`config.mk`:
```
export PLATFORM = sky130hd
export DESIGN_NAME = image_timing_gen
export DESIGN_NICKNAME = d
export VERILOG_FILES = /design/src/rtl/image_pkg.sv /design/src/rtl/image_timing_gen_timing_counter.sv /design/src/rtl/image_timing_gen.sv
export SDC_FILE = /design/constraint.sdc
export NUM_CORES = 1
export LEC_CHECK = 0
export ABC_AREA = 1
export CORE_ASPECT_RATIO = 0.6
export CORE_UTILIZATION = 30
export DETAILED_ROUTE_END_ITERATION = 10
export GPL_TIMING_DRIVEN = 0
export PLACE_DENSITY_LB_ADDON = 0.15
export REMOVE_ABC_BUFFERS = 1
export SLEW_MARGIN = 40
export SYNTH_ARGS = -nofsm -noshare
export SYNTH_HDL_FRONTEND = slang
export SYNTH_HIERARCHICAL = 1
export SYNTH_SLANG_ARGS = --single-unit
```
`constraint.sdc`:
```
create_clock -name clk -period 1.5 [get_ports clk]
set_input_delay 0.15 -clock clk [delete_from_list [all_inputs] [get_ports clk]]
set_output_delay 0.15 -clock clk [all_outputs]
set_load 0.01 [all_outputs]
```
`src/rtl/image_pkg.sv`:
```
// Shared types and timing helpers for the image timing generator.
package image_pkg;

    typedef enum logic [0:0] {
        IDLE = 1'b0,
        RUN  = 1'b1
    } state_t;

    function automatic int unsigned h_total(input int unsigned sync_w, input int unsigned bp,
                                            input int unsigned act, input int unsigned fp);
        return sync_w + bp + act + fp;
    endfunction

    function automatic int unsigned v_total(input int unsigned sync_l, input int unsigned bp_l,
                                            input int unsigned act, input int unsigned fp_l);
        return sync_l + bp_l + act + fp_l;
    endfunction

    // First active position on an axis: after the sync pulse and back porch.
    function automatic int unsigned act_start(input int unsigned sync_w, input int unsigned bp);
        return sync_w + bp;
    endfunction

    // One past the last active position on an axis.
    function automatic int unsigned act_end(input int unsigned sync_w, input int unsigned bp,
                                            input int unsigned act);
        return sync_w + bp + act;
    endfunction

endpackage

```
`src/rtl/image_timing_gen_timing_counter.sv`:
```
// Horizontal/vertical raster counter pair; counts only while en is high.
module timing_counter #(
    parameter int unsigned H_TOTAL = 688,
    parameter int unsigned V_TOTAL = 486,
    parameter int unsigned HW      = 12,
    parameter int unsigned VW      = 12
) (
    input  logic          clk,
    input  logic          arst,
    input  logic          en,
    output logic [HW-1:0] h_cnt,
    output logic [VW-1:0] v_cnt,
    output logic          line_end_c,
    output logic          v_last_c
);

    assign line_end_c = (h_cnt == HW'(H_TOTAL - 1));
    assign v_last_c   = (v_cnt == VW'(V_TOTAL - 1));

    always_ff @(posedge clk or posedge arst) begin
        if (arst) begin
            h_cnt <= '0;
            v_cnt <= '0;
        end else if (en) begin
            if (line_end_c) begin
                h_cnt <= '0;
                v_cnt <= v_last_c ? '0 : v_cnt + VW'(1);
            end else begin
                h_cnt <= h_cnt + HW'(1);
            end
        end
    end

endmodule

```
`src/rtl/image_timing_gen.sv`:
```
// Raster video timing transmitter with valid/ready pixel intake.
// Optional test-pattern ramp generator enabled by IMAGE_TIMING_GEN_PATTERN_EN.
module image_timing_gen
    import image_pkg::*;
#(
    parameter int unsigned IW      = 640,
    parameter int unsigned IH      = 480,
    parameter int unsigned DW      = 8,
    parameter int unsigned HSYNC_W = 16,
    parameter int unsigned HBP     = 16,
    parameter int unsigned HFP     = 16,
    parameter int unsigned VSYNC_L = 2,
    parameter int unsigned VBP_L   = 2,
    parameter int unsigned VFP_L   = 2,
    parameter int unsigned IW_DW   = 12,
    parameter int unsigned IH_DW   = 12
) (
    input  logic          clk,
    input  logic          arst,
    input  logic          enable,
    input  logic [DW-1:0] pix_data,
    input  logic          pix_valid,
`ifdef IMAGE_TIMING_GEN_PATTERN_EN
    input  logic          test_mode,
`endif
    output logic          pix_ready,
    output logic          vsync,
    output logic          hsync,
    output logic          dvalid,
    output logic [DW-1:0] dout,
    output logic          frame_start,
    output logic          underflow
);

    localparam int unsigned HTOTAL  = h_total(HSYNC_W, HBP, IW, HFP);
    localparam int unsigned VTOTAL  = v_total(VSYNC_L, VBP_L, IH, VFP_L);
    localparam int unsigned H_ACT_S = act_start(HSYNC_W, HBP);
    localparam int unsigned H_ACT_E = act_end(HSYNC_W, HBP, IW);
    localparam int unsigned V_ACT_S = act_start(VSYNC_L, VBP_L);
    localparam int unsigned V_ACT_E = act_end(VSYNC_L, VBP_L, IH);

    state_t             state;
    state_t             next_state;
    logic [IW_DW-1:0]   h_cnt;
    logic [IH_DW-1:0]   v_cnt;
    logic               line_end_c;
    logic               v_last_c;
    logic               frame_end_c;
    logic               run;
    logic               vsync_c;
    logic               hsync_c;
    logic               active_c;
    logic               frame_bound_c;
    logic [DW-1:0]      pix_c;

    assign run         = (state == RUN);
    assign frame_end_c = run && line_end_c && v_last_c;

    timing_counter #(
        .H_TOTAL (HTOTAL),
        .V_TOTAL (VTOTAL),
        .HW      (IW_DW),
        .VW      (IH_DW)
    ) u_timing_counter (
        .clk        (clk),
        .arst       (arst),
        .en         (run),
        .h_cnt      (h_cnt),
        .v_cnt      (v_cnt),
        .line_end_c (line_end_c),
        .v_last_c   (v_last_c)
    );

    // Raster decode from the current counters.
    assign vsync_c  = run && (v_cnt < IH_DW'(VSYNC_L));
    assign hsync_c  = run && (h_cnt < IW_DW'(HSYNC_W));
    assign active_c = run
                   && (v_cnt >= IH_DW'(V_ACT_S)) && (v_cnt < IH_DW'(V_ACT_E))
                   && (h_cnt >= IW_DW'(H_ACT_S)) && (h_cnt < IW_DW'(H_ACT_E));

    // A new frame begins on the next clock: leaving IDLE or wrapping while still enabled.
    assign frame_bound_c = enable && (!run || frame_end_c);

    always_comb begin
        next_state = state;
        case (state)
            IDLE:    if (enable) next_state = RUN;
            RUN:     if (frame_end_c && !enable) next_state = IDLE;
            default: next_state = IDLE;
        endcase
    end

`ifdef IMAGE_TIMING_GEN_PATTERN_EN
    logic               tm_q;
    logic [DW-1:0]      frame_cnt;
    logic [IW_DW-1:0]   col_c;

    assign col_c     = h_cnt - IW_DW'(H_ACT_S);
    assign pix_ready = active_c && !tm_q;
    assign pix_c     = tm_q ? (DW'(col_c) + frame_cnt) : (pix_valid ? pix_data : '0);

    // Test mode is latched per frame; the ramp offset advances once per completed frame.
    always_ff @(posedge clk or posedge arst) begin
        if (arst) begin
            tm_q      <= 1'b0;
            frame_cnt <= '0;
        end else begin
            if (frame_bound_c) tm_q <= test_mode;
            if (frame_end_c)   frame_cnt <= frame_cnt + DW'(1);
        end
    end
`else
    assign pix_ready = active_c;
    assign pix_c     = pix_valid ? pix_data : '0;
`endif

    always_ff @(posedge clk or posedge arst) begin
        if (arst) begin
            state       <= IDLE;
            vsync       <= 1'b0;
            hsync       <= 1'b0;
            dvalid      <= 1'b0;
            dout        <= '0;
            frame_start <= 1'b0;
            underflow   <= 1'b0;
        end else begin
            state       <= next_state;
            vsync       <= vsync_c;
            hsync       <= hsync_c;
            dvalid      <= active_c;
            frame_start <= run && (h_cnt == '0) && (v_cnt == '0);
            if (!run) begin
                dout <= '0;
            end else if (active_c) begin
                dout <= pix_c;
            end
            if (pix_ready && !pix_valid) underflow <= 1'b1;
        end
    end

endmodule
```
* Word-level counts from Yosys, hierarchy flattened
Index checks and enable logic that the tools add are counted.
Word-level totals: bits of input ports 12, register bits after elaboration 38, logic and storage cells 46
Cells by class: multiplexer cells 8, reduce and logical (&&, ||, !) cells 17, add/subtract/negate cells 2, bitwise logic cells 1, order comparisons 6, equal/unequal tests 3
Operators with widths (count):
- adder 12 x 1 -> 12 bit, second input constant | 2
- logical NOT 12 bit | 2
- two-way mux 12 bit | 2
- two-way mux 8 bit | 3
- equality test 12 x 10 -> 1 bit, second input constant | 1
- equality test 12 x 9 -> 1 bit, second input constant | 1
- greater-or-equal comparator 12 x 3 -> 1 bit, second input constant | 1
- greater-or-equal comparator 12 x 6 -> 1 bit, second input constant | 1
- logical AND 1 bit | 12
- less-than comparator 12 x 10 -> 1 bit, second input constant | 1
- less-than comparator 12 x 2 -> 1 bit, second input constant | 1
- less-than comparator 12 x 5 -> 1 bit, second input constant | 1
- less-than comparator 12 x 9 -> 1 bit, second input constant | 1
- logical NOT 1 bit | 2
- two-way mux 1 bit | 2
- inequality test 2 bit, second input constant | 1
- one-hot mux 1 bit (2 select lines) | 1
- AND reduction 2 bit | 1
- inverter 1 bit | 1

* Longest topological paths before layout
Gate-level depths: netlist of the first run.
depth in word-level cells 7, depth in mapped cells 8, depth with buffers taken out 8

* Modules after synthesis
The synthesis of the first run kept the hierarchy.
By module, submodules not included:
- timing_counter | seq. area each 600.6 um^2, cells an instance 211, times used 1, area each 1539.0 um^2
- image_timing_gen | seq. area each 350.3 um^2, cells an instance 94, times used 1, area each 820.8 um^2

* Least setup slack after synthesis of the first run
OpenSTA, ideal clock, no wires.
kind flip-flop to flip-flop, start register u_timing_counter.v_cnt[5], end register state, in the netlist run, setup slack 0.125 ns, path buffers 0, library setup time 0.127 ns, arrival 1.247 ns, stages on the path, launching flop included 6, cell sequence dfrtp_1 > nand2_1 > nor3_1 > nor3b_1 > a21oi_1 > or2_2
On the way: longest elaborated chain between the ends 5
RTL lines:
- start, declared | line image_timing_gen_timing_counter.sv:12 | output logic [VW-1:0] v_cnt,
- start signal, assigned | line image_timing_gen_timing_counter.sv:27 | v_cnt <= v_last_c ? '0 : v_cnt + VW'(1);
- equality test 12 x 9 -> 1 bit | line image_timing_gen_timing_counter.sv:18 | assign v_last_c = (v_cnt == VW'(V_TOTAL - 1));
- named net v_last_c | line image_timing_gen.sv:47 | logic v_last_c;
- logical AND 1 bit | line image_timing_gen.sv:57 | assign frame_end_c = run && line_end_c && v_last_c;
- logical AND 1 bit | line image_timing_gen.sv:88 | RUN: if (frame_end_c && !enable) next_state = IDLE;
- two-way mux 1 bit | line image_timing_gen.sv:88
- one-hot mux 1 bit (2 select lines) | line image_timing_gen.sv:86 | case (state)
- named net next_state | line image_timing_gen.sv:43 | state_t next_state;
- end signal, assigned | line image_timing_gen.sv:127 | state <= next_state;
- end, declared | line image_timing_gen.sv:42 | state_t state;
The timed path passes the listed nets, and every way through them passes these cells. A chain may end at the register's enable or synchronous reset.

* Final worst setup path of the first run
start register u_timing_counter.h_cnt[7], end output pix_ready
On the way: longest elaborated chain between the ends 3, elaborated cells between the ends (all ways) 4, those cells by class order compare (2); reduce/logical (2)
RTL lines:
- start, declared | line image_timing_gen_timing_counter.sv:11 | output logic [HW-1:0] h_cnt,
- start signal, assigned | line image_timing_gen_timing_counter.sv:29 | h_cnt <= h_cnt + HW'(1);
- greater-or-equal comparator 12 x 6 -> 1 bit | line image_timing_gen.sv:79 | && (h_cnt >= IW_DW'(H_ACT_S)) && (h_cnt < IW_DW'(H_ACT_E));
- logical AND 1 bit | line image_timing_gen.sv:79
- logical AND 1 bit (*) | line image_timing_gen.sv:79
- end, declared | line image_timing_gen.sv:26 | output logic pix_ready,
Mark *: on every way between the ends. The rest lies on a longest branch, timed or not.

==> metrics.txt, run 1 <==
Slew HR 0.6023; post-layout net count about 370; Post-Synthesis Cells between 300 and 400; critical path's top delay family flip-flops; Fin. Hold Viols 0; Min Hold Slack 0.2526 ns; Cell Area, Synth around 2400 sq um; clk sinks 38; die width 116.5 um; GR Overflow Total 0; Clock transition at path regs approximately 0.06 ns; EDFF count, synth 0; Root Buffer clkbuf_16; initial antenna violation count 0; Async S/R FF share, synth 1.000; initial core utilization 0.3169; Ports 26; CTS tree yes; post-route clock skew roughly 0.0058 ns; final WL about 6.3 mm; Max VDD drop 756.8 uV; H-tree depth 2; total placed cells including tap cells 430; Syn Area/Cell between 7 and 8 sq um; die height slightly above 70 um; synth top area cells dfrtp_1 (40%), nand2_1 (13%), nand3_1 (7.0%); die area between 8000 and 9000 sq um; WL/cell 13.72 um; Final Setup Violations 1; TritonCTS Buffers 5; Post-synth top cells nand2_1 (84), dfrtp_1 (38), inv_1 (38), nand3_1 (33), nor2_1 (28); max-slew violations 0; total track usage 0.1637; non-filler cells, final between 400 and 500; Critical Path AT 1.38 ns; worst slack at placement -0.6446 ns; global placement routability congestion 0.8019; DP Wirelength 4.262 mm; Final Cell Area 3137 sq um; Worst Tran Pin Value around 0.60 ns; top cell type's share of synthesized area 0.4030; area of the core approximately 7400 sq um; Yosys reg bits 38; synthesis-to-finish area growth 32.93%; vias in the first global route 1,868; total negative slack -0.03118 ns; Synth cell types 31; Max Cap Violations 0; Crit. End Element primary output; drt first pass iters 4; Crit path top cell by count nor2_4; sequential fraction of the synthesis area 0.4030; Critical Path Slowest Stage Cell dfrtp_2; slowest stage delay, CP 0.45 ns; Critical Path, Cell by Cell inv_1, nand3b_1, nor2_4, nor2_4, nand4_4, inv_2, buf_6; fraction of layout cells with a size suffix above 1 0.2627; Final Util 0.4212; failing checks setup timing; vias ~2,100; largest net degree at the start of global routing 25; Clock Path Buffers 2; leading area contributor after synthesis dfrtp_1; Worst Path Required 1.35 ns; worst path bufs/invs 3; status finished, violations left; Synth Warn # 6; Vias/cell 4.504; unrepaired setup endpoints after global routing true; # rows 24; fmax 653.1 MHz; Area after DPL ~2700 sq um; top-count cell post-synth nand2_1; drc violations 0; hold crit path type in -> async; Iter 0 DRT Violations 87; final worst path period share 1.021; power density cells 1017 nW/um^2; PortBufs 25; WS Path Type reg -> out; Lkg Pwr roughly 1.5 nW; total chip power about 3.2 mW; fin crit period 1.531 ns; Final ANT Viol Nets 0; maximum fanout along the worst path 6; first-pass GRT wire length ~10 mm; top_reg_cell synth dfrtp_1; Antenna Cells 0; # fillers 761; clk_lat worst skew about 0.28 ns; startpoint types flop; post-route setup slack -0.03118 ns
## cell usage in the layout (no fill, tap or decap), types with 2 or more instances in the layout
master	instances
clkbuf_16	5
dfrtp_1	23
nand3_2	2
xor2_1	9
o21ai_0	4
nor2_1	25
nand3b_1	5
nand4_1	13
dfrtp_2	14
nand3_4	3
nor3_1	4
clkdlybuf4s50_1	24
inv_2	9
o21ai_1	2
nand2_2	6
nand2_4	4
inv_1	35
nand2_1	81
ha_1	2
nand4_4	2
buf_4	17
buf_6	4
nor2_2	4
nor2_4	11
nand3_1	31
## layout make-up
| type | count | area (sq um) | share of cell area |
|---|---|---|---|
| clock buffers | 7 | 142.6 | 0.04547 |
| inverters | 44 | 165.2 | 0.05265 |
| multi-input cells | 219 | 1294 | 0.4124 |
| flip-flops and latches | 38 | 972.2 | 0.3099 |
| well taps | 104 | 130.1 | 0.04148 |
| repair buffers | 46 | 432.9 | 0.1380 |
## report_power, final
group / leakage (nW) / internal, mW / switching (mW)
clock network: 0.0700 / 0.653 / 0.397
logic: 0.943 / 0.354 / 0.467
registers: 0.471 / 1.16 / 0.160
## kinds of logic after synthesis
group | Yosys count | share of synthesized area
flops | 38 | 0.4030
buf+inv | 48 | 0.08378
fa+ha+maj | 3 | 0.01591
compound gates | 9 | 0.02227
xor+xnor | 9 | 0.03341
simple gates | 198 | 0.4417
## per-layer routing
layer | part of all wire | vias up | wire (um) | track usage
met2 | 0.35 | 50 | 2230 | 0.1972
met4 | 0.0037 | 0 | 23 | 0.03419
met3 | 0.062 | 3 | 392 | 0.04284
li1 | - | 1061 | - | -
met5 | 0 | - | 0 | 0
met1 | 0.58 | 949 | 3637 | 0.2756
## timing repair
action	CTS	global route
gates resized for setup	32	12
pin swaps	9	5
endpoints found under the setup margin	30	21
buffers inserted	18	3
hold buffers	0	0
## registers in the layout, indices dropped and copies added (netlist names)
signal / flops
dout: 8
underflow: 1
u_timing_counter/v_cnt: 12
vsync: 1
frame_start: 1
hsync: 1
u_timing_counter/h_cnt: 12
run: 1
dvalid: 1
## path summary, 6_finish.rpt
| check | cells past startpoint | slack, ns | startpoint | end |
|---|---|---|---|---|
| max in group asynchronous | 2 | 0.78 | arst | u_timing_counter/v_cnt[0]$_DFFE_PP0P_ |
| setup reg to reg | 5 | 0.03 | u_timing_counter/v_cnt[6]$_DFFE_PP0P_ | run$_DFF_PP0_ |
| hold reg to reg | 1 | 0.46 | underflow$_DFFE_PP0P_ | underflow$_DFFE_PP0P_ |
| setup / recovery | 7 | -0.03 | u_timing_counter/h_cnt[7]$_DFFE_PP0P_ | pix_ready |
| min in group clk | 3 | 0.44 | pix_data[0] | dout[0]$_DFFE_PP0P_ |
| hold / removal | 2 | 0.25 | arst | dout[4]$_DFFE_PP0P_ |
Note: power is estimated with default switching activity, not from simulation.
==> run 2: changes to the inputs <==
- CTS_BUF_LIST: default -> sky130_fd_sc_hd__clkbuf_16
==> metrics.txt, run 2 (synthesized netlist as in run 1, its figures left out) <==
hold buffers post-CTS 0; TritonCTS Buffers 5; fraction of layout cells with a size suffix above 1 0.2661; Fin. Hold Viols 0; die width ~120 um; Vias/cell 4.495; initial core utilization 0.3169; Final ANT Viol Nets 0; WL/cell roughly 14 um; synthesis-to-finish area growth 34.46%; # fillers about 760; H-tree depth 2; worst reg2reg path endpoint u_timing_counter/v_cnt[5]$_DFFE_PP0P_; Crit Reg-Reg Startpoint u_timing_counter/h_cnt[8]$_DFFE_PP0P_; clk sinks 38; commonest non-fill, non-tap cell in the layout nand2_1; Root Buffer clkbuf_16; Critical Path AT 1.38 ns; Final Setup Violations 1; unrepaired setup endpoints after global routing true; final WL about 6.4 mm; vias in the first global route between 1,500 and 2,000; CTS tree yes; maximum fanout along the worst path 6; Worst Setup EP pix_ready; R2R Setup Slk approximately 0.02 ns; total placed cells including tap cells 430; fmax roughly 650 MHz; first-pass GRT wire length around 10 mm; Worst Path Required around 1.4 ns; hold crit path type in -> async; Clock transition at path regs around 0.060 ns; Worst Tran Pin Value just over 0.6 ns; Ports 26; clk_lat worst skew approximately 0.28 ns; final worst path period share 1.020; Lkg Pwr approximately 1.5 nW; total track usage 0.1639; global placement routability congestion about 0.8; Final Util 0.4261; # rows 24; failing checks setup timing; Min Hold Slack between 0.2 and 0.3 ns; largest registers in the final layout u_timing_counter/h_cnt: 12 flops, u_timing_counter/v_cnt: 12 flops, dout: 8 flops; Max VDD drop between 700 and 800 uV; post-route setup slack -0.03035 ns; Crit. Startpoint u_timing_counter/h_cnt[7]$_DFFE_PP0P_; initial antenna violation count 0; die height a little over 70 um; PortBufs 25; Clock Path Buffers 2; power density cells just under 1000 nW/um^2; fin crit period about 1.5 ns; Max Cap Violations 0; Slew HR 0.5942; startpoint types flop; Antenna Cells 0; status finished, violations left; Iter 0 DRT Violations between 100 and 150; die area ~8200 sq um; post-layout net count between 300 and 400; WS Path Type reg -> out; largest net degree at the start of global routing 25; drt first pass iters 4; vias 2,072; Crit. End Element primary output; non-filler cells, final between 400 and 500; drc violations 0; Worst Reg-to-Reg Cells 9; DP Wirelength about 4.3 mm; most frequent cells in the layout nand2_1 (81), inv_1 (36), nand3_1 (31), nor2_1 (25), clkdlybuf4s50_1 (24); GR Overflow Total 0; post-route clock skew ~0.0066 ns; area of the core around 7400 sq um; max-slew violations 0
run 2: cell types whose count changed in the layout (fill, tap and decap cells not counted), sizes merged:
| cell | before | now |
|---|---|---|
| clkbuf | 7 | 6 |
| buf | 22 | 24 |
| clkinv | 0 | 1 |
| inv | 44 | 45 |
run 2: where the power goes:
group / switching [mW] / internal (mW) / total [mW]
clock: 0.396 / 0.594 / 0.990
combinational: 0.469 / 0.350 / 0.819
sequential: 0.159 / 1.16 / 1.32
total: 1.02 / 2.10 / 3.13
run 2: worst min-delay path by stage:
| stage | startpoint | to | cells past startpoint |
|---|---|---|---|
| global placement | underflow$_DFFE_PP0P_ | underflow$_DFFE_PP0P_ | 1 |
| detailed placement | underflow$_DFFE_PP0P_ | underflow$_DFFE_PP0P_ | 1 |
| finish | arst | dout[4]$_DFFE_PP0P_ | 2 |
| CTS | arst | frame_start$_DFF_PP0_ | 2 |
| global route | arst | run$_DFF_PP0_ | 2 |
| floorplan | arst | dout[0]$_DFFE_PP0P_ | 1 |
run 2: metal layers:
metal,GRT usage,up-vias,part of all wire
met5,0,-,0
met4,0.03419,0,0.0036
met3,0.04284,3,0.058
met2,0.1979,43,0.36
met1,0.2756,953,0.58
li1,-,1073,-
run 2: final cells by class:
| class | instances | area [sq um] | share of cell area |
|---|---|---|---|
| clock buffers | 5 | 125.1 | 0.03943 |
| clock inverters | 2 | 7.507 | 0.002366 |
| inverters | 44 | 165.2 | 0.05205 |
| multi-input cells | 219 | 1291 | 0.4069 |
| flip-flops and latches | 38 | 973.4 | 0.3068 |
| well taps | 104 | 130.1 | 0.04101 |
| repair buffers | 49 | 480.5 | 0.1514 |
run 2: timing repair:
item,4_1_cts,5_1_grt
hold endpoints to repair,0,0
setup buffers,18,5
gates resized for setup,32,14
pin swaps,9,5
setup endpoints to repair,30,21
gates cloned,0,1
run 2: stage by stage:
stage	cell area [sq um]	power [mW]	worst slack (ns)	setup TNS (ns)
3_3_place_gp	2708	2.020	-0.9613	-14.15
4_1_cts	3040	3.134	-0.05372	-0.06477
5_1_grt	3173	3.314	-0.1148	-0.4245
3_5_place_dp	2709	2.029	-0.6446	-4.204
6_report	3173	3.127	-0.03035	-0.03035
2_1_floorplan	2327	1.792	-0.08907	-0.6675
run 2: critical path, stage by stage (launching register included):
cell and delay, ns:
dfrtp_2 0.45, inv_1 0.08, nand3b_1 0.12, nor2_4 0.14, nor2_4 0.05, nand4_4 0.09, inv_2 0.05, buf_6 0.11
